$ cat src/rtl/vending_machine_multi.sv
`default_nettype none
// ============================================================================
// vending_machine_multi : multi-product vending controller with credit
// ceiling, per-product stock/price checks, cancel/refund and largest-coin-first change.
// Revision 1.0
// ============================================================================
module vending_machine_multi #(
  parameter int NUM_PRODUCTS = 4,
  parameter int CREDIT_W     = 8,
  parameter int MAX_CREDIT   = 200,
  parameter logic [NUM_PRODUCTS*CREDIT_W-1:0] PRICES = {8'd100, 8'd65, 8'd50, 8'd25},
  parameter int SEL_W        = (NUM_PRODUCTS > 1) ? $clog2(NUM_PRODUCTS) : 1
) (
  input  logic                    clock,
  input  logic                    reset,
  input  logic [1:0]              coin,
  input  logic [SEL_W-1:0]        select,
  input  logic                    button_press,
  input  logic                    cancel,
  input  logic [NUM_PRODUCTS-1:0] stock_empty,
  output logic                    release_soda,
  output logic [SEL_W-1:0]        release_sel,
  output logic [1:0]              change,
  output logic [CREDIT_W-1:0]     credit,
  output logic                    coin_reject,
  output logic                    deny,
  output logic                    busy
);

  localparam logic [1:0]        c_st_idle   = 2'd0;
  localparam logic [1:0]        c_st_vend   = 2'd1;
  localparam logic [1:0]        c_st_change = 2'd2;
  localparam logic [CREDIT_W:0] c_max_credit = (CREDIT_W+1)'(MAX_CREDIT);

  function automatic logic [CREDIT_W-1:0] coin_value(input logic [1:0] code);
    case (code)
      2'd1:    coin_value = CREDIT_W'(5);
      2'd2:    coin_value = CREDIT_W'(10);
      2'd3:    coin_value = CREDIT_W'(25);
      default: coin_value = '0;
    endcase
  endfunction

  function automatic logic [1:0] pick_coin(input logic [CREDIT_W-1:0] amt);
    if (amt >= CREDIT_W'(25))      pick_coin = 2'd3;
    else if (amt >= CREDIT_W'(10)) pick_coin = 2'd2;
    else if (amt >= CREDIT_W'(5))  pick_coin = 2'd1;
    else                           pick_coin = 2'd0;
  endfunction

  logic [1:0]          r_state, w_state_nxt;
  logic [CREDIT_W-1:0] r_remainder, w_remainder_nxt;
  logic [CREDIT_W-1:0] r_credit, w_credit_nxt;
  logic                r_release, w_release_nxt;
  logic [SEL_W-1:0]    r_release_sel, w_release_sel_nxt;
  logic [1:0]          r_change, w_change_nxt;
  logic                r_reject, w_reject_nxt;
  logic                r_deny, w_deny_nxt;
  logic                r_busy, w_busy_nxt;

  logic [CREDIT_W:0]   w_sum;
  logic                w_coin_fits;
  logic                w_sel_ok;
  logic                w_sel_empty;
  logic [CREDIT_W-1:0] w_price;
  logic                w_vend_ok;
  logic [CREDIT_W-1:0] w_pay_amt;
  logic [1:0]          w_pay_code;
  logic [CREDIT_W-1:0] w_pay_val;

  assign w_sum       = {1'b0, r_credit} + {1'b0, coin_value(coin)};
  assign w_coin_fits = (w_sum <= c_max_credit);

  // Matching by loop keeps out-of-range selects from indexing past the tables.
  always_comb begin
    w_sel_ok    = 1'b0;
    w_sel_empty = 1'b0;
    w_price     = '0;
    for (int i = 0; i < NUM_PRODUCTS; i++) begin
      if (select == SEL_W'(i)) begin
        w_sel_ok    = 1'b1;
        w_sel_empty = stock_empty[i];
        w_price     = PRICES[i*CREDIT_W +: CREDIT_W];
      end
    end
  end

  assign w_vend_ok  = button_press && w_sel_ok && !w_sel_empty && (r_credit >= w_price);
  // Next change coin comes from credit on a refund, otherwise from the remainder.
  assign w_pay_amt  = (r_state == c_st_idle) ? r_credit : r_remainder;
  assign w_pay_code = pick_coin(w_pay_amt);
  assign w_pay_val  = coin_value(w_pay_code);

  always_ff @(posedge clock) begin
    if (!reset) begin
      r_state       <= c_st_idle;
      r_remainder   <= '0;
      r_credit      <= '0;
      r_release     <= 1'b0;
      r_release_sel <= '0;
      r_change      <= 2'd0;
      r_reject      <= 1'b0;
      r_deny        <= 1'b0;
      r_busy        <= 1'b0;
    end else begin
      r_state       <= w_state_nxt;
      r_remainder   <= w_remainder_nxt;
      r_credit      <= w_credit_nxt;
      r_release     <= w_release_nxt;
      r_release_sel <= w_release_sel_nxt;
      r_change      <= w_change_nxt;
      r_reject      <= w_reject_nxt;
      r_deny        <= w_deny_nxt;
      r_busy        <= w_busy_nxt;
    end
  end

  always_comb begin
    w_state_nxt     = r_state;
    w_remainder_nxt = r_remainder;
    w_credit_nxt    = r_credit;
    case (r_state)
      c_st_idle: begin
        if (cancel) begin
          if (w_pay_code != 2'd0) begin
            w_state_nxt     = c_st_change;
            w_remainder_nxt = r_credit - w_pay_val;
            w_credit_nxt    = '0;
          end
        end else if (w_vend_ok) begin
          w_state_nxt     = c_st_vend;
          w_remainder_nxt = r_credit - w_price;
          w_credit_nxt    = '0;
        end else if ((coin != 2'd0) && w_coin_fits) begin
          w_credit_nxt = w_sum[CREDIT_W-1:0];
        end
      end
      c_st_vend, c_st_change: begin
        if (w_pay_code != 2'd0) begin
          w_state_nxt     = c_st_change;
          w_remainder_nxt = r_remainder - w_pay_val;
        end else begin
          w_state_nxt = c_st_idle;
        end
      end
      default: w_state_nxt = c_st_idle;
    endcase
  end

  always_comb begin
    w_release_nxt     = 1'b0;
    w_release_sel_nxt = '0;
    w_change_nxt      = 2'd0;
    w_reject_nxt      = 1'b0;
    w_deny_nxt        = 1'b0;
    w_busy_nxt        = (w_state_nxt != c_st_idle);
    case (r_state)
      c_st_idle: begin
        if (cancel) begin
          w_reject_nxt = (coin != 2'd0);
          w_change_nxt = w_pay_code;
        end else if (w_vend_ok) begin
          w_release_nxt     = 1'b1;
          w_release_sel_nxt = select;
          w_reject_nxt      = (coin != 2'd0);
        end else begin
          w_deny_nxt   = button_press;
          w_reject_nxt = (coin != 2'd0) && !w_coin_fits;
        end
      end
      c_st_vend, c_st_change: begin
        w_reject_nxt = (coin != 2'd0);
        w_change_nxt = w_pay_code;
      end
      default: ;
    endcase
  end

  assign release_soda = r_release;
  assign release_sel  = r_release_sel;
  assign change       = r_change;
  assign credit       = r_credit;
  assign coin_reject  = r_reject;
  assign deny         = r_deny;
  assign busy         = r_busy;

endmodule
`default_nettype wire

$ cat config.mk
export PLATFORM = sky130hd
export DESIGN_NAME = vending_machine_multi
export DESIGN_NICKNAME = d
export VERILOG_FILES = /design/src/rtl/vending_machine_multi.sv
export SDC_FILE = /design/constraint.sdc
export NUM_CORES = 1
export LEC_CHECK = 0
export CAP_MARGIN = 20
export CORE_MARGIN = 2
export CORE_UTILIZATION = 33
export CTS_BUF_LIST = sky130_fd_sc_hd__clkbuf_8
export DETAILED_ROUTE_END_ITERATION = 6
export DONT_BUFFER_PORTS = 1
export PLACE_DENSITY = 0.56
export SLEW_MARGIN = 20
export SYNTH_ARGS = -nofsm -noshare
export SYNTH_HDL_FRONTEND = slang
export SYNTH_SLANG_ARGS = --single-unit
export TNS_END_PERCENT = 30
$ cat constraint.sdc
create_clock -name clock -period 6.9 [get_ports clock]
set_input_delay 1.035 -clock clock [delete_from_list [all_inputs] [get_ports clock]]
set_output_delay 1.035 -clock clock [all_outputs]
set_load 0.02 [all_outputs]
== After elaboration in Yosys (flattened, before gate mapping) ==
Cells that the tools add are included.
Operators by class
  $add $sub $neg: 4
  equality and inequality tests: 15
  $lt $le $gt $ge: 5
  reductions and logical operators: 20
  bitwise gates (word level): 3
  multiplexer cells: 38
Operators by type and width (count)
  8-bit 2-to-1 mux: 12
  5-bit one-hot mux with 3 select lines: 2
  8-bit subtractor: 3
  8-bit one-hot mux with 2 select lines: 1
  2-bit equality test, second input constant: 7
  2-bit 2-to-1 mux: 7
  1-bit 2-to-1 mux: 12
  8-bit by 8-bit adder with 9-bit output: 1
  9-bit by 8-bit less-or-equal comparator with 1-bit output, second input constant: 1
  2-bit by 1-bit equality test with 1-bit output, second input constant: 4
  8-bit by 3-bit greater-or-equal comparator with 1-bit output, second input constant: 1
  8-bit by 4-bit greater-or-equal comparator with 1-bit output, second input constant: 1
  8-bit by 5-bit greater-or-equal comparator with 1-bit output, second input constant: 1
  8-bit greater-or-equal comparator: 1
  2-bit one-hot mux with 2 select lines: 2
  2-bit nonzero test: 4
  4-bit OR reduction: 2
  1-bit logical AND: 5
  5-bit 2-to-1 mux: 1
  2-bit zero test: 2
  4-bit AND reduction: 1
  3-bit by 2-bit inequality test with 1-bit output, second input constant: 1
  3-bit inequality test, second input constant: 1
  1-bit inverter: 3
  8 further kinds: 9
Storage, ports and cells
  output and inout bits: 16
  register bits: 26
  input port bits: 12
  word-level logic and storage cells: 94

== Depth between registers and ports, before layout ==
  depth after elaboration: 12
  gate-level depth with buffers: 20
  depth with buffers taken out: 19

== Worst setup path after synthesis ==
No wires, ideal clock.
  path type: reg2reg
  start: reg r_state[0]
  end: reg r_remainder[6]
  clock period less this slack: 3.425 ns
  buffers on the path: 0
  cell stages (with the launch flop): 20
  arrival time: 3.355 ns
  setup time: 0.070 ns
  required time: 6.830 ns
  path slack: 3.475 ns
  cell sequence: dfxtp_1 inv_1 ha_1 mux2_2 o211ai_1 o21ai_0 nand2b_1 inv_1 nand3_1 nand2_1 ha_1 inv_1 fa_1 a21o_1 a21o_1 a211oi_1 xnor2_1 nand3_1 a21o_1 a21oi_1
On the way
  longest elaborated chain between the ends: 12
  elaborated cells on any way between the ends: 27
  those cells by class: add/sub (2); order compare (3); eq/ne (8); mux (9); reduce/logical (5)
RTL lines
  start: declaration: line 51  | logic [1:0] r_state, w_state_nxt;
  start signal: assignment: line 96  | r_state <= c_st_idle;
  start signal: assignment: line 106  | r_state <= w_state_nxt;
  2-bit zero test: line 90, 122
  8-bit 2-to-1 mux: line 90  | assign w_pay_amt = (r_state == c_st_idle) ? r_credit : r_remainder;
  8-bit by 3-bit greater-or-equal comparator with 1-bit output: line 47  | else if (amt >= CREDIT_W'(5)) pick_coin = 2'd1;
  1-bit 2-to-1 mux: line 47
  2-bit 2-to-1 mux: line 46  | else if (amt >= CREDIT_W'(10)) pick_coin = 2'd2;
  2-bit 2-to-1 mux: line 45  | if (amt >= CREDIT_W'(25)) pick_coin = 2'd3;
  2-bit equality test or 2-bit by 1-bit equality test with 1-bit output (tied branches): line 36  | case (code)
  5-bit one-hot mux with 3 select lines: line 36
  8-bit subtractor: line 127  | w_remainder_nxt = r_credit - w_pay_val;
  8-bit 2-to-1 mux: line 125  | if (w_pay_code != 2'd0) begin
  8-bit 2-to-1 mux: line 124  | if (cancel) begin
  8-bit one-hot mux with 2 select lines: line 122  | case (r_state)
  end signal: assignment: line 107  | r_remainder <= w_remainder_nxt;
  end: declaration: line 52  | logic [CREDIT_W-1:0] r_remainder, w_remainder_nxt;
Several ways; a longest one is shown, not always the timed one. The select of a mux whose other input is x is not followed.
A chain may end at the register's enable or synchronous reset.

== Final worst setup path ==
  start: reg r_state[0]
  end: reg r_remainder[7]
The elaborated chain is that of the path after synthesis.

==> out/qor.csv <==
metric,value,unit
cts_resized,0,
r2r-start,r_state[0],
worstHoldStart,r_remainder[6],
drc,0,
p_leak,0.00111,uW
tritoncts,yes,
cp-endpoint,r_remainder[7],
ioPinCount,28,
synth_top_family_by_area,compound AO/OA/AOI/OAI gates,
via_count,2358,
grtUsageTotal,17.2,%
finalSetupTns,0,ps
synth_edf_count,0,
synth-main-ff-cell,dfxtp_1,
grt_start_max_net_pins,23,
worst_setup_path_end_kind,register,
wire_per_inst,16.7,microns
grt_pass1_vias,2336,
cp.required,7110,ps
skew,8.24,ps
grt_pass1_wl,11800,microns
power_frac_clock,12.5,%
fin_nets,356,
path_clk_slew,110,ps
cp-startpoint,r_state[0],
h-tree-depth,1,
postSynthCellCount,322,
gp_congestion,0.811,
min_path_type,reg -> reg,
die_area,0.00858,sq mm
totalWireLength,6930,microns
reg2reg_to,r_remainder[7],
vdd_ir_drop_max,0.110,mV
grt_overflow,0,
cts_hold_buf,0,
p_sw_share,47.0,%
die_width,92.6,microns
start_util,33.9,%
synthMuxAreaShare,4.83,%
synthToLayoutAreaGrowth,5.26,%
rrSetupSlack,2770,ps
finalCritPeriodShare,59.9,%
seqCellArea,520,sq um
critPathLaunchType,register,
maxCapViolations,0,
vias_per_cell,5.67,
yosysWarnings,0,
synth-seq-cells,26,
synth-simple-area-share,22.8,%
fill_cells,805,
ff2ff_path_depth,15,
max_freq,242,MHz
dr.pass1.iters,7,
syn_nets,363,
p_per_area,393,mW/mm^2
synth.largest_area_cell,dfxtp_1,
port-buffer-count,0,
slew_violations,0,
synthAdderAreaFrac,15.2,%
insertion_delay,280,ps
clockBufferDepth,2,
core,0.00765,sq mm
crit_arrival,4340,ps
min_period,4130,ps
synth_compound_area_share,27.2,%
fin_hold_ws,521,ps
worst_slew_pin_slew,753,ps
post_cts_buffers,0,
fin_util,35.7,%
synth_cell_types,63,
cts.root.buffer_cell,clkbuf_8,
yosysTopAreaCellShare,20.1,%
cts_buffers,3,
ys_async_sr_fraction,0,%
cp_max_fo,14,
die_h,92.6,microns
seqPwrFrac,23.0,%
multi_input_area,0.00194,sq mm
synthTopCellsByArea,"dfxtp_1 (20%), ha_1 (12%), a21oi_1 (3.9%), o21ai_0 (3.9%), nor2_1 (3.8%)",
antenna_cells,0,
power.internal,567,uW
drt_iter0_drc,97,
rows,32,
grt_antenna_before_repair,0,
rsz0062_at_grt,no,
slew_headroom,49.7,%
drive_gt1_share,6.69,%
cts_sinks,26,
ant_nets,0,
setup_viol,0,
status,completed,
synthXorXnorAreaFrac,4.73,%
hold_violations,0,
power.switching,504,uW
syn_area,0.00259,sq mm
crit_type,reg -> reg,
synth-seq-area-share,20.1,%
syn_avg_cell_area,8.05,sq um
hpwl,5420,microns
power_frac_comb,64.5,%
## registers in the layout (all words and copies together), names as in the netlist
signal,cells
release_sel,2
busy,1
deny,1
credit,8
change,2
release_soda,1
r_state,2
r_remainder,8
coin_reject,1
## worst max-delay path, stage by stage (launching register included)
cell and delay (ps):
dfxtp_1 340, inv_1 100, ha_1 430, inv_1 260, nor3_1 200, o21ai_0 110, a22oi_1 440, o21ai_0 400
ha_1 380, nor2b_1 140, nor3_1 170, o21bai_1 100, a21oi_1 230, nand2_1 100, or4_1 430, a41oi_2 200
## worst min path at each step
stage                          end  slack (ps)  cells after the start
finish              r_remainder[6]         520                      2
detailed placement  r_remainder[6]         500                      2
floorplan           r_remainder[2]         470                      2
global route        r_remainder[6]         550                      2
global placement        r_state[0]         520                      2
CTS                 r_remainder[6]         520                      2
## cells in the final DEF, fill, tap and decap left out, types with 7 or more instances in the layout
| cell | instances |
|---|---|
| nand2_1 | 23 |
| nor2_1 | 26 |
| nor3_1 | 11 |
| a21o_1 | 10 |
| ha_1 | 25 |
| mux2i_1 | 8 |
| nand2b_1 | 8 |
| a211oi_1 | 7 |
| a21oi_1 | 20 |
| o21ai_0 | 20 |
| nand3_1 | 13 |
| dfxtp_1 | 26 |
| inv_1 | 19 |
| xnor2_1 | 10 |
## through the flow
stage | cells | instance area, sq um | total power [uW] | setup slack [ps]
floorplan | 322 | 2590 | 812 | 3480
global placement | 412 | 2660 | 933 | 2960
detailed placement | 412 | 2660 | 939 | 2820
CTS | 416 | 2730 | 1080 | 2760
global route | 416 | 2730 | 1180 | 2300
finish | 416 | 2730 | 1070 | 2770
## metal layers
layer | routed length, microns | vias up | global-route usage (%)
met5 | 0 | - | 0
met4 | 121 | 0 | 4.53
met3 | 300 | 8 | 3.01
met2 | 3290 | 63 | 29.7
met1 | 3220 | 1113 | 22.3
li1 | - | 1174 | -
## area by class of cell
class / count / share of cell area (%)
well taps: 102 / 4.68
inverters: 19 / 2.61
flip-flops and latches: 26 / 19.1
clock buffers: 3 / 1.51
multi-input cells: 265 / 71.0
clock inverters: 1 / 1.10
## cells in the mapped netlist, types with 5 or more instances
cell type and count:
inv_1 19, a22o_1 5, dfxtp_1 26, a21oi_1 20, nand2b_1 8, mux2i_1 8, and2_1 5, nor3_1 11
a211oi_1 7, ha_1 25, nand2_1 23, xnor2_1 10, nand3_1 13, a21o_1 10, nor2b_1 5, clkbuf_1 5
nor2_1 26, o21ai_0 20
## power by group through the flow
stage	logic, uW	registers [uW]	clock network (uW)
6_report	691	247	133
2_1_floorplan	581	230	0
5_1_grt	789	253	141
3_5_place_dp	688	251	0
4_1_cts	692	247	136
3_3_place_gp	681	252	0
## cells by family (layout without fill, tap and decap cells)
family          count (synthesis)  count (layout)
compound gates                 97              97
buf+inv                        31              23
mux                            11              11
xor+xnor                       14              14
fa+ha+maj                      29              29
simple gates                  114             114
flops                          26              26
Power figures use the tool's default switching activity.
